### src/rtl/branch_predictor.sv
// Direct-mapped branch target buffer with 2-bit saturating direction counters.
// The lookup is combinational and feeds the IF-stage PC-select mux directly.
// Training comes from EX with the resolved outcome. Mispredictions are flagged
// and counted.
module branch_predictor #(
    parameter int unsigned PC_WIDTH   = 32,
    parameter int unsigned INDEX_BITS = 4,
    parameter int unsigned CNT_WIDTH  = 16
) (
    input  logic                 clk,
    input  logic                 rst_n,
    input  logic [PC_WIDTH-1:0]  if_pc,
    output logic                 pred_taken,
    output logic [PC_WIDTH-1:0]  pred_target,
    input  logic                 upd_valid,
    input  logic [PC_WIDTH-1:0]  upd_pc,
    input  logic                 upd_taken,
    input  logic [PC_WIDTH-1:0]  upd_target,
    input  logic                 upd_pred_taken,
    input  logic [PC_WIDTH-1:0]  upd_pred_target,
    output logic                 mispredict,
    output logic [CNT_WIDTH-1:0] mispredict_cnt
);

    localparam int unsigned Entries = 1 << INDEX_BITS;
    localparam int unsigned TagW    = PC_WIDTH - INDEX_BITS - 2;

    logic                valid_q  [Entries];
    logic [TagW-1:0]     tag_q    [Entries];
    logic [PC_WIDTH-1:0] target_q [Entries];
    logic [1:0]          ctr_q    [Entries];

    logic [CNT_WIDTH-1:0] cnt_q, cnt_d;

    logic [INDEX_BITS-1:0] if_idx, upd_idx;
    logic [TagW-1:0]       if_tag, upd_tag;
    logic                  if_hit, upd_hit;

    // Byte-offset bits never take part in indexing or tag matching.
    logic unused_pc_lsbs;
    assign unused_pc_lsbs = ^{if_pc[1:0], upd_pc[1:0]};

    assign if_idx  = if_pc[INDEX_BITS+1:2];
    assign if_tag  = if_pc[PC_WIDTH-1:INDEX_BITS+2];
    assign upd_idx = upd_pc[INDEX_BITS+1:2];
    assign upd_tag = upd_pc[PC_WIDTH-1:INDEX_BITS+2];

    // Zero-latency lookup; always sees the pre-update entry (no bypass).
    always_comb begin
        if_hit      = valid_q[if_idx] && (tag_q[if_idx] == if_tag);
        pred_taken  = if_hit && ctr_q[if_idx][1];
        pred_target = if_hit ? target_q[if_idx] : '0;
    end

    // Direction miss, or both taken but to different targets.
    always_comb begin
        mispredict = upd_valid &&
                     ((upd_pred_taken != upd_taken) ||
                      (upd_taken && upd_pred_taken && (upd_pred_target != upd_target)));
    end

    // Next-state of the entry addressed by the update port.
    logic                ent_we;
    logic                ent_valid_d;
    logic [TagW-1:0]     ent_tag_d;
    logic [PC_WIDTH-1:0] ent_target_d;
    logic [1:0]          ent_ctr_d;

    always_comb begin
        upd_hit      = valid_q[upd_idx] && (tag_q[upd_idx] == upd_tag);
        ent_we       = 1'b0;
        ent_valid_d  = valid_q[upd_idx];
        ent_tag_d    = tag_q[upd_idx];
        ent_target_d = target_q[upd_idx];
        ent_ctr_d    = ctr_q[upd_idx];
        if (upd_valid) begin
            if (upd_hit) begin
                ent_we = 1'b1;
                if (upd_taken) begin
                    ent_ctr_d    = (ctr_q[upd_idx] == 2'b11) ? 2'b11 : ctr_q[upd_idx] + 2'd1;
                    ent_target_d = upd_target;
                end else begin
                    ent_ctr_d = (ctr_q[upd_idx] == 2'b00) ? 2'b00 : ctr_q[upd_idx] - 2'd1;
                end
            end else if (upd_taken) begin
                // Allocate, or replace an aliasing entry, as weakly taken.
                ent_we       = 1'b1;
                ent_valid_d  = 1'b1;
                ent_tag_d    = upd_tag;
                ent_target_d = upd_target;
                ent_ctr_d    = 2'b10;
            end
        end
    end

    // Entry storage: synchronous reset clears everything, else write the trained entry.
    always_ff @(posedge clk) begin
        if (!rst_n) begin
            for (int unsigned i = 0; i < Entries; i++) begin
                valid_q[i]  <= 1'b0;
                tag_q[i]    <= '0;
                target_q[i] <= '0;
                ctr_q[i]    <= 2'b01;
            end
        end else if (ent_we) begin
            valid_q[upd_idx]  <= ent_valid_d;
            tag_q[upd_idx]    <= ent_tag_d;
            target_q[upd_idx] <= ent_target_d;
            ctr_q[upd_idx]    <= ent_ctr_d;
        end
    end

    // Saturating mispredict counter next-state.
    always_comb begin
        cnt_d = cnt_q;
        if (mispredict && (cnt_q != {CNT_WIDTH{1'b1}})) begin
            cnt_d = cnt_q + 1'b1;
        end
    end

    // Mispredict counter register.
    always_ff @(posedge clk) begin
        if (!rst_n) begin
            cnt_q <= '0;
        end else begin
            cnt_q <= cnt_d;
        end
    end

    assign mispredict_cnt = cnt_q;

endmodule

### config.mk
export PLATFORM = sky130hd
export DESIGN_NAME = branch_predictor
export DESIGN_NICKNAME = d
export VERILOG_FILES = /design/src/rtl/branch_predictor.sv
export SDC_FILE = /design/constraint.sdc
export NUM_CORES = 2
export LEC_CHECK = 0
export BUFFER_PORTS_ARGS = -buffer_cell sky130_fd_sc_hd__buf_2
export CORE_MARGIN = 1
export CORE_UTILIZATION = 54
export CTS_BUF_LIST = sky130_fd_sc_hd__clkbuf_2
export DETAILED_ROUTE_END_ITERATION = 8
export PLACE_DENSITY = 0.74
export SYNTH_ARGS = -nofsm -noshare
export SYNTH_HDL_FRONTEND = slang
export SYNTH_SLANG_ARGS = --single-unit
### constraint.sdc
create_clock -name clk -period 4.7 [get_ports clk]
set_input_delay 0.47 -clock clk [delete_from_list [all_inputs] [get_ports clk]]
set_output_delay 0.47 -clock clk [all_outputs]
set_load 0.01 [all_outputs]
## Word level (Yosys, flattened, before mapping)

Memories as Yosys holds them, arrays and structs flattened.
Cells that the tools add are included.

- Add/sub/neg operators: 3
- Equal/unequal tests: 8
- Muxes and demuxes: 34
- Reductions and logical operators: 14

Operator list:

| cell | count |
|---|---|
| 32-bit 2-to-1 mux | 4 |
| 26-bit 2-to-1 mux | 4 |
| 26-bit equality test | 2 |
| 32-bit inequality test | 1 |
| 32-bit OR reduction | 1 |
| 26-bit OR reduction | 1 |
| 16-bit by 1-bit adder with 16-bit output, second input constant | 1 |
| 4-bit 2-to-1 mux | 4 |
| 16-bit inequality test, second input constant | 1 |
| 1-bit 2-to-1 mux | 15 |
| 2-bit 2-to-1 mux | 7 |
| 1-bit logical AND | 7 |
| 3-bit AND reduction | 1 |
| 2-bit by 1-bit adder with 2-bit output, second input constant | 1 |
| 2-bit equality test, second input constant | 1 |
| 2-bit logical NOT | 1 |
| 2-bit inequality test, second input constant | 1 |
| 2-bit OR reduction | 1 |
| 2-bit by 1-bit subtractor with 2-bit output, second input constant | 1 |
| 1-bit logical OR | 1 |
| 1-bit inequality test | 1 |
| 1-bit inequality test, second input constant | 1 |
| 1-bit OR reduction | 1 |

- Register bits after elaboration: 16
- Bits in writable memories: 976
- Input port bits: 133
- Output and inout port bits: 50
- Word-level logic and storage cells: 64
- Memories kept: 4

Memory list:

| name | depth | bits a word | rd ports | clocked after memory_dff | write ports | line | text |
|---|---|---|---|---|---|---|---|
| target_q | 16 | 32 | 1 | 0 | 16 | 30 | `logic [PC_WIDTH-1:0] target_q [Entries];` |
| tag_q | 16 | 26 | 2 | 0 | 16 | 29 | `logic [TagW-1:0] tag_q [Entries];` |
| ctr_q | 16 | 2 | 2 | 0 | 16 | 31 | `logic [1:0] ctr_q [Entries];` |
| valid_q | 16 | 1 | 2 | 0 | 16 | 28 | `logic valid_q [Entries];` |

## Logic depth before layout (Yosys ltp)

An unclocked memory read counts as a cell.

- Word-level depth: 11
- Mapped depth: 16
- Mapped depth without buffers: 9

## Least setup slack after synthesis

OpenSTA, ideal clock, no wires.

- Path type: input to register
- Start: in upd_pc[3]
- End: mem target_q[11][0], enable pin
- Library setup time: 0.466 ns
- Arrival: 4.463 ns
- Required time: 4.234 ns
- Slack: -0.228 ns
- Stages: 7
- Buffers on the path: 5
- Cell sequence: buf_2 -> clkbuf_1 -> clkbuf_1 -> buf_1 -> buf_1 -> nand3_1 -> o21ai_0

RTL lines:

| item | line | text |
|---|---|---|
| start, declared | 16 | `input logic [PC_WIDTH-1:0] upd_pc,` |
| end, declared | 30 |  |

==> results_dict.tcl <==
set metrics [dict create \
    die_h_um 304 \
    core_um2 90300 \
    clk_pin_slew_worst_paths_ns 0.10 \
    ys_seq_area_share_pct 59.7 \
    grt_pass1_vias 33400 \
    crit_fanout 33 \
    p_leak_nw 20.6 \
    clock_power_share_pct 31.6 \
    syn_to_final_growth_pct 14.1 \
    rows 110 \
    overflow 0 \
    pre_cts_slack_ns 0.186 \
    track_usage_pct 32.9 \
    final_common_cell "edfxtp_1" \
    ys_ff_latch 992 \
    drc 0 \
    p_seq_share_pct 55.5 \
    whs_path_depth 5 \
    first_pass_iters 6 \
    ios 183 \
    synth_flop_cell "edfxtp_1" \
    slowest_stage "mux4_2" \
    tightest_slew_ns 1.16 \
    p_comb_share_pct 12.9 \
    p_sw_mw 5.04 \
    vias 32900 \
    violations "setup timing" \
    async_flop_share_pct 0 \
    hpwl_mm 89.7 \
    cts-buffers-inserted 277 \
    hold_end "tag_q[9][5]" \
    max-slew-margin-rel_pct 22.5 \
    routed_wirelength_mm 151 \
    worstSetupEndpointType "output port" \
    rsz0062_at_grt "yes" \
    hold_violations 0 \
    required_ns 4.23 \
    p_int_mw 13.4 \
    antenna_found_initial 8 \
    status "finished, violations left" \
    final_layout_size_suffix_gt1_share_pct 32.7 \
    critPathMaxStageDelay_ns 0.47 \
    cts.sinks 992 \
    synth_warnings 0 \
    setup_ws_ns -0.476 \
    cts_tree "yes" \
    synth.avg_cell_area_um2 14.9 \
    grt_pass1_wl_mm 219 \
    crit_chain "mux4_2 -> nor2b_1 -> a211oi_2 -> a21oi_2 -> xnor2_1 -> nand4_1 -> nor4_4 -> nand4_1 -> buf_12 -> nor2b_1 -> buf_2" \
    dr.first_iter.drc_count 4634 \
    maxCapViolations 0 \
    ant_nets 0 \
    yosysUniqueCellTypes 67 \
    cts-htree-levels 5 \
    fmaxAchievable_ghz 0.193 \
    path_class "flop to output port" \
    finalClockSkew_ns 0.194 \
    hp-class "input pin to flop" \
    gp_congestion 0.955 \
    worst_r2r_startpoint "tag_q[2][5]" \
    clock_latency_ns 1.57 \
    holdWs_ns 0.158 \
    layout_min_cycle_time_ns 5.18 \
    dieArea_um2 92500 \
    p_sw_share_pct 27.4 \
    layout.nets 3929 \
    fin_area_um2 56300 \
    r2r-end "tag_q[3][11]" \
    rrSetupSlack_ns 0.11 \
    setup_violations 33 \
    synthesis.nets 3443 \
    via_per_inst 6.42 \
    hold_start "upd_pc[11]" \
    cts_root_buffer "clkbuf_2" \
    clk_path_buf_depth 4 \
    grt_max_degree 87 \
    peakVddDrop_v 0.000223 \
    fin_crit_sh_pct 110 \
    final_cell_mix "edfxtp_1 (960), and2_1 (521), nor2_1 (449)" \
    syn_inst 3308 \
    drv_slew 0 \
    synth_edf_count 960 \
    p_total_mw 18.4 \
    nFillCells 6681 \
    worstSetupStartpointType "flop" \
    synth_area_um2 49300 \
    fp.dieW_um 304 \
    wl_per_cell_um 29.4 \
    io_buffers 178 \
    dpl_cell_area_um2 52800 \
    initial_core_util_pct 54.6 \
    ff2ff_path_depth 12 \
    arrival_ns 4.71 \
    cellPowerDensity_nw_per_um2 327 \
]
-- area by class of cell --
class                      instances  area [um^2]  area share, %
antenna                            5         12.5         0.0222
clock buffer                     390         1950           3.47
clock inverter                    32          183          0.324
inverter                          25         93.8          0.167
multi-input combinational       1998        18800           33.4
sequential                       992        29500           52.3
tap                             1176         1470           2.61
timing repair buffer             500         4320           7.67
-- cells in the mapped netlist, drive strengths merged (41+ instances only) --
library cell,instances,share of area (%)
and2,522,6.6
buf,105,1.3
clkbuf,188,1.4
edfxtp,960,58
mux2i,89,1.9
mux4,396,18
nand2,98,0.75
nor2,461,3.5
nor2b,47,0.60
o21ai,41,0.42
xnor2,43,0.76
xor2,58,1.0
-- stage by stage --
step | instances | utilization (%) | TNS, ns
2_1_floorplan | 3308 | - | -14.49
4_1_cts | 5113 | 62.3 | -15.23
5_1_grt | 5116 | 62.3 | -16.44
6_report | 5118 | 62.4 | -12.99
3_5_place_dp | 4564 | 58.5 | 0
3_3_place_gp | 4564 | 58.5 | 0
-- how the worst max path moves through the flow --
| stage | start | to | slack, ns |
|---|---|---|---|
| final | tag_q[3][6] | pred_target[26] | -0.48 |
| after global routing | tag_q[8][25] | pred_target[26] | -0.57 |
| after CTS | tag_q[8][25] | pred_target[23] | -0.51 |
| after detailed placement | upd_pc[5] | ctr_q[0][0] | 0.19 |
| after global placement | upd_pc[5] | ctr_q[0][0] | 0.20 |
| after floorplan | upd_pc[3] | target_q[15][0] | -0.23 |
-- sequential cells by signal (all words and copies together), names as in the netlist --
signal / count
target_q: 512
valid_q: 16
mispredict_cnt: 16
tag_q: 416
ctr_q: 32
-- power by group through the flow --
| stage | clock network (mW) | logic [mW] | registers [mW] |
|---|---|---|---|
| 6_report | 5.82 | 2.38 | 10.2 |
| 3_5_place_dp | 0 | 2.24 | 10.4 |
| 5_1_grt | 6.34 | 2.47 | 10.2 |
| 2_1_floorplan | 0 | 1.38 | 10.4 |
| 3_3_place_gp | 0 | 2.22 | 10.4 |
| 4_1_cts | 5.89 | 2.35 | 10.2 |
-- kinds of logic after synthesis --
family                     after synthesis  share of synthesized area, %
DFF                                    992                          59.7
muxes                                  513                          20.7
buffers and inverters                  318                          2.88
and+or+nand+nor                       1251                          13.1
AOI/OAI and AO/OA                      130                          1.74
xor gates and xnor gates               101                          1.79
adders and majority gates                3                        0.0710
-- layer usage --
layer  wire length (um)  global-route usage, %
met5                 22                      0
met4               7590                   16.2
met3              18900                   8.44
met2              71100                   51.9
met1              53100                   42.7
-- critical path: cells and delay by family (launching register included) --
family                 cells  cell delay, ns
AO/OA/AOI/OAI              2            0.42
XOR/XNOR                   1            0.35
buffers and inverters      2            0.38
flip-flops                 1            0.43
multiplexers               1            0.47
AND/OR/NAND/NOR            5            1.14
-- repair_timing --
action,in CTS,in global routing
pin swaps,4,1
gates cloned,0,0
hold buffers,127,0
hold endpoints to repair,1233,0
setup buffers,0,0
resized for setup,6,2
endpoints found under the setup margin,33,33
Power figures use the tool's default switching activity.
